===== config.mk =====
export PLATFORM = sky130hd
export DESIGN_NAME = regfile_select_decoder
export DESIGN_NICKNAME = d
export VERILOG_FILES = /design/src/rtl/regfile_select_decoder.sv
export SDC_FILE = /design/constraint.sdc
export NUM_CORES = 1
export LEC_CHECK = 0
export ABC_CLOCK_PERIOD_IN_PS = 2200
export BUFFER_PORTS_ARGS = -buffer_cell sky130_fd_sc_hd__buf_2
export CAP_MARGIN = 25
export CORE_UTILIZATION = 35
export CTS_CLUSTER_DIAMETER = 200
export DETAILED_ROUTE_END_ITERATION = 10
export GPL_TIMING_DRIVEN = 0
export PLACE_DENSITY = 0.57
export SLEW_MARGIN = 20
export SYNTH_ARGS = -nofsm -noshare
export SYNTH_HDL_FRONTEND = slang
export SYNTH_SLANG_ARGS = --single-unit
export TNS_END_PERCENT = 1

===== constraint.sdc =====
create_clock -name clk -period 2.2 [get_ports clk]
set_clock_uncertainty 0.15 [all_clocks]
set_input_delay 0.11 -clock clk [delete_from_list [all_inputs] [get_ports clk]]
set_output_delay 0.11 -clock clk [all_outputs]
set_load 0.05 [all_outputs]

===== src/rtl/regfile_select_decoder.sv =====
`default_nettype none
// ============================================================================
//  Module   : regfile_select_decoder
//  Purpose  : Registered SEL_W-to-2^SEL_W select decoder for the register file.
//             Decodes a select index into a one-hot write/enable line with
//             74LS138-style enable gating (G1 active-high, either G2 bit
//             disables). Two decode modes: level (hold) and a one-cycle write
//             strobe. A built-in sweep sequencer walks every output in turn,
//             holding each for SWEEP_HOLD cycles (e.g. register clear after
//             boot).
//
//  Parameters:
//    SEL_W       select width, output count OUT_N = 2**SEL_W (1..6)
//    SWEEP_HOLD  cycles each output is held during a sweep (>= 1)
//
//  Ports:
//    clk          in   1      clock, rising edge
//    rst          in   1      synchronous reset, active-high
//    select       in   SEL_W  output index to decode
//    enableG1     in   1      active-high enable
//    enableG2     in   2      either bit high disables the decoder
//    pulse_mode   in   1      0 = level decode, 1 = one strobe per new select
//    sweep_start  in   1      request a full sweep (honoured in IDLE only)
//    out          out  OUT_N  registered one-hot select
//    busy         out  1      high while a sweep drives out
//    done         out  1      one-cycle pulse when a sweep completes
//
//  Build option:
//    DECODER_ACTIVE_LOW_EN  when defined, out is active-low (inactive = all 1s).
//                           busy/done stay active-high.
//
//  Revision : 1.0  initial release
// ============================================================================
module regfile_select_decoder #(
    parameter int SEL_W      = 3,
    parameter int SWEEP_HOLD = 1
) (
    input  logic                    clk,
    input  logic                    rst,
    input  logic [SEL_W-1:0]        select,
    input  logic                    enableG1,
    input  logic [1:0]              enableG2,
    input  logic                    pulse_mode,
    input  logic                    sweep_start,
    output logic [(2**SEL_W)-1:0]   out,
    output logic                    busy,
    output logic                    done
);

    localparam int c_OUT_N  = 2**SEL_W;
    localparam int c_HOLD_W = (SWEEP_HOLD > 2) ? $clog2(SWEEP_HOLD) : 1;

    localparam logic [c_OUT_N-1:0]  c_ONE       = c_OUT_N'(1);
    localparam logic [SEL_W-1:0]    c_IDX_LAST  = SEL_W'(c_OUT_N - 1);
    localparam logic [c_HOLD_W-1:0] c_HOLD_LAST = c_HOLD_W'(SWEEP_HOLD - 1);

    localparam logic [1:0] c_ST_IDLE  = 2'd0;
    localparam logic [1:0] c_ST_SWEEP = 2'd1;
    localparam logic [1:0] c_ST_DONE  = 2'd2;

    logic [1:0]          r_state;
    logic [c_OUT_N-1:0]  r_out_q;
    logic                r_busy;
    logic                r_done;
    logic [c_HOLD_W-1:0] r_hold;
    logic [SEL_W-1:0]    r_index;
    logic                r_en_prev;
    logic [SEL_W-1:0]    r_sel_prev;

    logic                w_en;
    logic                w_evt;
    logic [c_OUT_N-1:0]  w_sel_oh;
    logic [c_OUT_N-1:0]  w_decode;
    logic [SEL_W-1:0]    w_idx_next;
    logic                w_hold_last;

    assign w_en     = enableG1 & ~enableG2[0] & ~enableG2[1];
    assign w_sel_oh = c_ONE << select;

    // A strobe fires on a rising enable or on any select change while enabled,
    // so a held enable with a stable select yields exactly one strobe.
    assign w_evt    = w_en & (~r_en_prev | (select != r_sel_prev));

    assign w_decode = pulse_mode ? (w_evt ? w_sel_oh : '0)
                                 : (w_en  ? w_sel_oh : '0);

    assign w_idx_next  = r_index + SEL_W'(1);
    assign w_hold_last = (r_hold == c_HOLD_LAST);

    always_ff @(posedge clk) begin
        if (rst) begin
            r_state    <= c_ST_IDLE;
            r_out_q    <= '0;
            r_busy     <= 1'b0;
            r_done     <= 1'b0;
            r_hold     <= '0;
            r_index    <= '0;
            r_en_prev  <= 1'b0;
            r_sel_prev <= '0;
        end else begin
            case (r_state)
                c_ST_IDLE: begin
                    // History tracks every idle cycle in both modes so a mode
                    // switch never produces a spurious strobe.
                    r_en_prev  <= w_en;
                    r_sel_prev <= select;
                    r_done     <= 1'b0;
                    if (sweep_start) begin
                        r_state <= c_ST_SWEEP;
                        r_index <= '0;
                        r_hold  <= '0;
                        r_out_q <= c_ONE;
                        r_busy  <= 1'b1;
                    end else begin
                        r_out_q <= w_decode;
                        r_busy  <= 1'b0;
                    end
                end

                c_ST_SWEEP: begin
                    if (w_hold_last) begin
                        r_hold <= '0;
                        if (r_index == c_IDX_LAST) begin
                            r_state    <= c_ST_DONE;
                            r_out_q    <= '0;
                            r_busy     <= 1'b0;
                            r_done     <= 1'b1;
                            r_en_prev  <= 1'b0;
                            r_sel_prev <= '0;
                        end else begin
                            r_index <= w_idx_next;
                            r_out_q <= c_ONE << w_idx_next;
                        end
                    end else begin
                        r_hold <= r_hold + c_HOLD_W'(1);
                    end
                end

                c_ST_DONE: begin
                    // Decode resumes on the edge leaving DONE with cleared
                    // history, so a still-held enable re-strobes once.
                    r_state    <= c_ST_IDLE;
                    r_done     <= 1'b0;
                    r_busy     <= 1'b0;
                    r_out_q    <= w_decode;
                    r_en_prev  <= w_en;
                    r_sel_prev <= select;
                end

                default: begin
                    r_state <= c_ST_IDLE;
                    r_out_q <= '0;
                    r_busy  <= 1'b0;
                    r_done  <= 1'b0;
                end
            endcase
        end
    end

`ifdef DECODER_ACTIVE_LOW_EN
    assign out = ~r_out_q;
`else
    assign out = r_out_q;
`endif

    assign busy = r_busy;
    assign done = r_done;

endmodule
`default_nettype wire


==> flow_metrics.py <==
metrics = {
    "sta": {
        "setup_tns_ps": 0,
        "finalWorstSetupSlack_ps": 161,
        "hold_viol_final": 0,
        "relSlewSlack": 0.573,
        "drv_slew": 0,
        "setup_viol": 0,
        "rsz0062_at_grt": "false",
        "fin_crit_sh": 0.927,
        "holdWs_ps": 9.28,
        "fin_crit_ps": 2040,
        "tightest_slew_ps": 631,
        "max_freq_ghz": 0.490,
    },
    "setup_path": {
        "critPathMaxStageDelay_ps": 590,
        "timing.rr.start": "r_index[0]",
        "cp_data_required_time_ps": 2260,
        "cpMaxStageDelayCell": "nor4b_1",
        "start_kind": "flop",
        "endpoint_kind": "flop",
        "r2r_end": "out[2]",
        "crit_family": "simple AND/OR/NAND/NOR gates",
        "ff2ff_setup_slack_ps": 160,
        "crit_fanout": 10,
        "path_class": "reg -> reg",
        "cp_common_cell": "ha_1",
        "ff2ff_path_depth": 6,
        "cp.buffers_inverters": 1,
        "crit_chain": "ha_1 > ha_1 > buf_6 > nor4b_1 > nand3b_1 > o31ai_1",
        "worst-endpoint-arrival_ps": 2100,
    },
    "min_path": {
        "min_to": "out[1]",
        "holdCritStartpoint": "enableG2[0]",
        "holdCritPathClass": "in -> reg",
        "whs_path_depth": 4,
    },
    "floorplanning": {
        "start_util": 0.367,
        "core_um2": 2730,
        "io_pins": 20,
        "die_w_um": 55.5,
        "die_h_um": 55.5,
        "rows": 19,
        "fp.dieArea_um2": 3090,
    },
    "pwr": {
        "power.clock.fraction": 0.267,
        "p_seq_frac": 0.571,
        "peakVddDrop_mv": 0.339,
        "intPower_uw": 467,
        "switchingPower_uw": 174,
        "sw_frac_of_total": 0.271,
        "p_leak_uw": 0.000496,
        "combPwrFrac": 0.162,
        "powerDensity_nw_per_um2": 536,
    },
    "place": {
        "place.port_buffers": 19,
        "gp_congestion": 0.767,
        "hpwl_mm": 1.54,
        "post-place-ws_ps": 213,
    },
    "logic_synthesis": {
        "synthesis.area_um2": 1000,
        "ys_top_cells_by_area": "dfxtp_1 (38%), ha_1 (7.5%), o31ai_1 (5.2%)",
        "syn_avg_cell_area_um2": 9.38,
        "yosys.area.top_type": "dfxtp_1",
        "synth_top_cell_area_share": 0.379,
        "synth_seq_area_share": 0.379,
        "syn_nets": 123,
        "synthCells": 107,
        "ys_seq_elements": 19,
        "ys_warn_count": 0,
        "ys_types": 31,
    },
    "clocking": {
        "clk_pin_slew_worst_paths_ps": 100,
        "clockBufferDepth": 2,
        "numCtsBuffers": 3,
        "clockRootBuffer": "clkbuf_4",
        "cts_max_level": 1,
        "cts_tree": "done",
        "cts_setup_buffers": 0,
        "insertion_delay_ps": 290,
        "cts_num_sinks": 19,
    },
    "job": {
        "maxCapViolations": 0,
    },
    "global_routing": {
        "grt_pass1_wl_mm": 3.41,
        "antenna_found_initial": 0,
        "overflow": 0,
        "grt_max_degree": 11,
        "track_usage": 0.140,
        "first_global_vias": 762,
    },
    "detailed_routing": {
        "drt_pre_antenna_iters": 4,
        "ant_nets": 0,
        "wl_mm": 2.05,
        "route.detailed.drc": 0,
        "wl_per_cell_um": 12.5,
        "via_count": 848,
        "drt_iter0_drc": 24,
        "avgViaCountPerCell": 5.17,
    },
    "cells_and_area": {
        "fin_nets": 150,
        "drive_above_1_share": 0.241,
        "area_growth_pct": 19.0,
        "num_antenna_cells": 0,
        "fill_cells": 285,
    },
    "outcome": {
        "status": "completed",
    },
}
layout make-up:
class                   instances  area [µm²]  area share
inverters                       2        7.51     0.00629
flip-flops and latches         19         380       0.319
well taps                      31        38.8      0.0325
plain buffers                   5        31.3      0.0262
multi-input cells              81         584       0.490
clock buffers                   4        26.3      0.0220
repair buffers                 22         125       0.105
cells in the final DEF (no fill, tap or decap), drive strengths merged:
cell and count:
buf 22, dfxtp 19, nand2 10, o31ai 7
a21oi 7, ha 6, clkbuf 6, nand3 5
nand3b 5, o21ai 5, nand2b 4, nor2b 4
nor4b 4, nor3b 3, nor3 3, and2 3
nor2 3, dlygate4sd3 3, inv 2, xor2 2
and4bb 2, or2b 2, nor4 1, o21bai 1
and3 1, o211a 1, a31oi 1, o21a 1
power by group through the flow:
stage | clock network [µW] | logic (µW) | registers (µW)
after floorplan | 0 | 52.2 | 388
after global placement | 0 | 98.2 | 373
after detailed placement | 0 | 99.7 | 374
after CTS | 184 | 104 | 366
after global routing | 201 | 114 | 367
final | 171 | 104 | 366
worst min-delay path, stage by stage:
cell	delay (ps)
buf_2	120
nor4b_4	60
nand2b_1	60
o31ai_1	60
layer usage:
layer | vias to the layer above | track usage | routed length (µm)
li1 | 431 | - | -
met1 | 391 | 0.182 | 1010
met2 | 24 | 0.219 | 920
met3 | 2 | 0.0422 | 101
met4 | 0 | 0.0536 | 17
met5 | - | 0 | 0
state kept, by name, summed over array words and instances (netlist names):
signal / cells
r_en_prev: 1
r_sel_prev: 3
done: 1
r_state: 2
busy: 1
out: 8
r_index: 3
logic make-up after synthesis:
kind of cell             count (synthesis)  synth area share
AO/OA/AOI/OAI                           23             0.143
XOR/XNOR                                 2            0.0324
adder cells (fa/ha/maj)                  6            0.0748
buffers and inverters                    7            0.0387
flip-flops                              19             0.379
AND/OR/NAND/NOR                         50             0.332
timing repair:
| item | CTS | global route |
|---|---|---|
| hold buffers | 3 | 0 |
| endpoints found under the hold margin | 4 | 0 |
| gates resized for setup | 0 | 0 |
Yosys cell counts:
master     n
a21oi_1    7
a31oi_1    1
and2_0     3
and3_1     1
and4bb_2   2
buf_2      1
buf_4      1
buf_6      1
clkbuf_1   2
dfxtp_1   19
ha_1       6
inv_1      2
nand2_1   10
nand2b_1   4
nand3_1    5
nand3b_1   5
nor2_1     3
nor2b_1    4
nor3_1     3
nor3b_1    3
nor4_2     1
nor4b_1    2
nor4b_2    1
nor4b_4    1
o211a_1    1
o21a_1     1
o21ai_0    5
o21bai_1   1
o31ai_1    7
or2b_1     2
xor2_2     2
metrics by stage:
step | instance area, µm² | cells | total power [µW] | util
2_1_floorplan | 1000 | 107 | 440 | -
3_3_place_gp | 1140 | 157 | 471 | 0.416
3_5_place_dp | 1140 | 157 | 474 | 0.416
4_1_cts | 1190 | 164 | 654 | 0.437
5_1_grt | 1190 | 164 | 682 | 0.437
6_report | 1190 | 164 | 640 | 0.437
how the worst max path moves through the flow:
stage | end | from | depth (start not counted)
global placement | out[2] | r_index[0] | 6
floorplan | out[2] | r_index[0] | 6
detailed placement | out[2] | r_index[0] | 6
finish | out[2] | r_index[0] | 6
global route | out[2] | r_index[0] | 6
CTS | out[2] | r_index[0] | 6
Note: power is estimated with default switching activity, not from simulation.
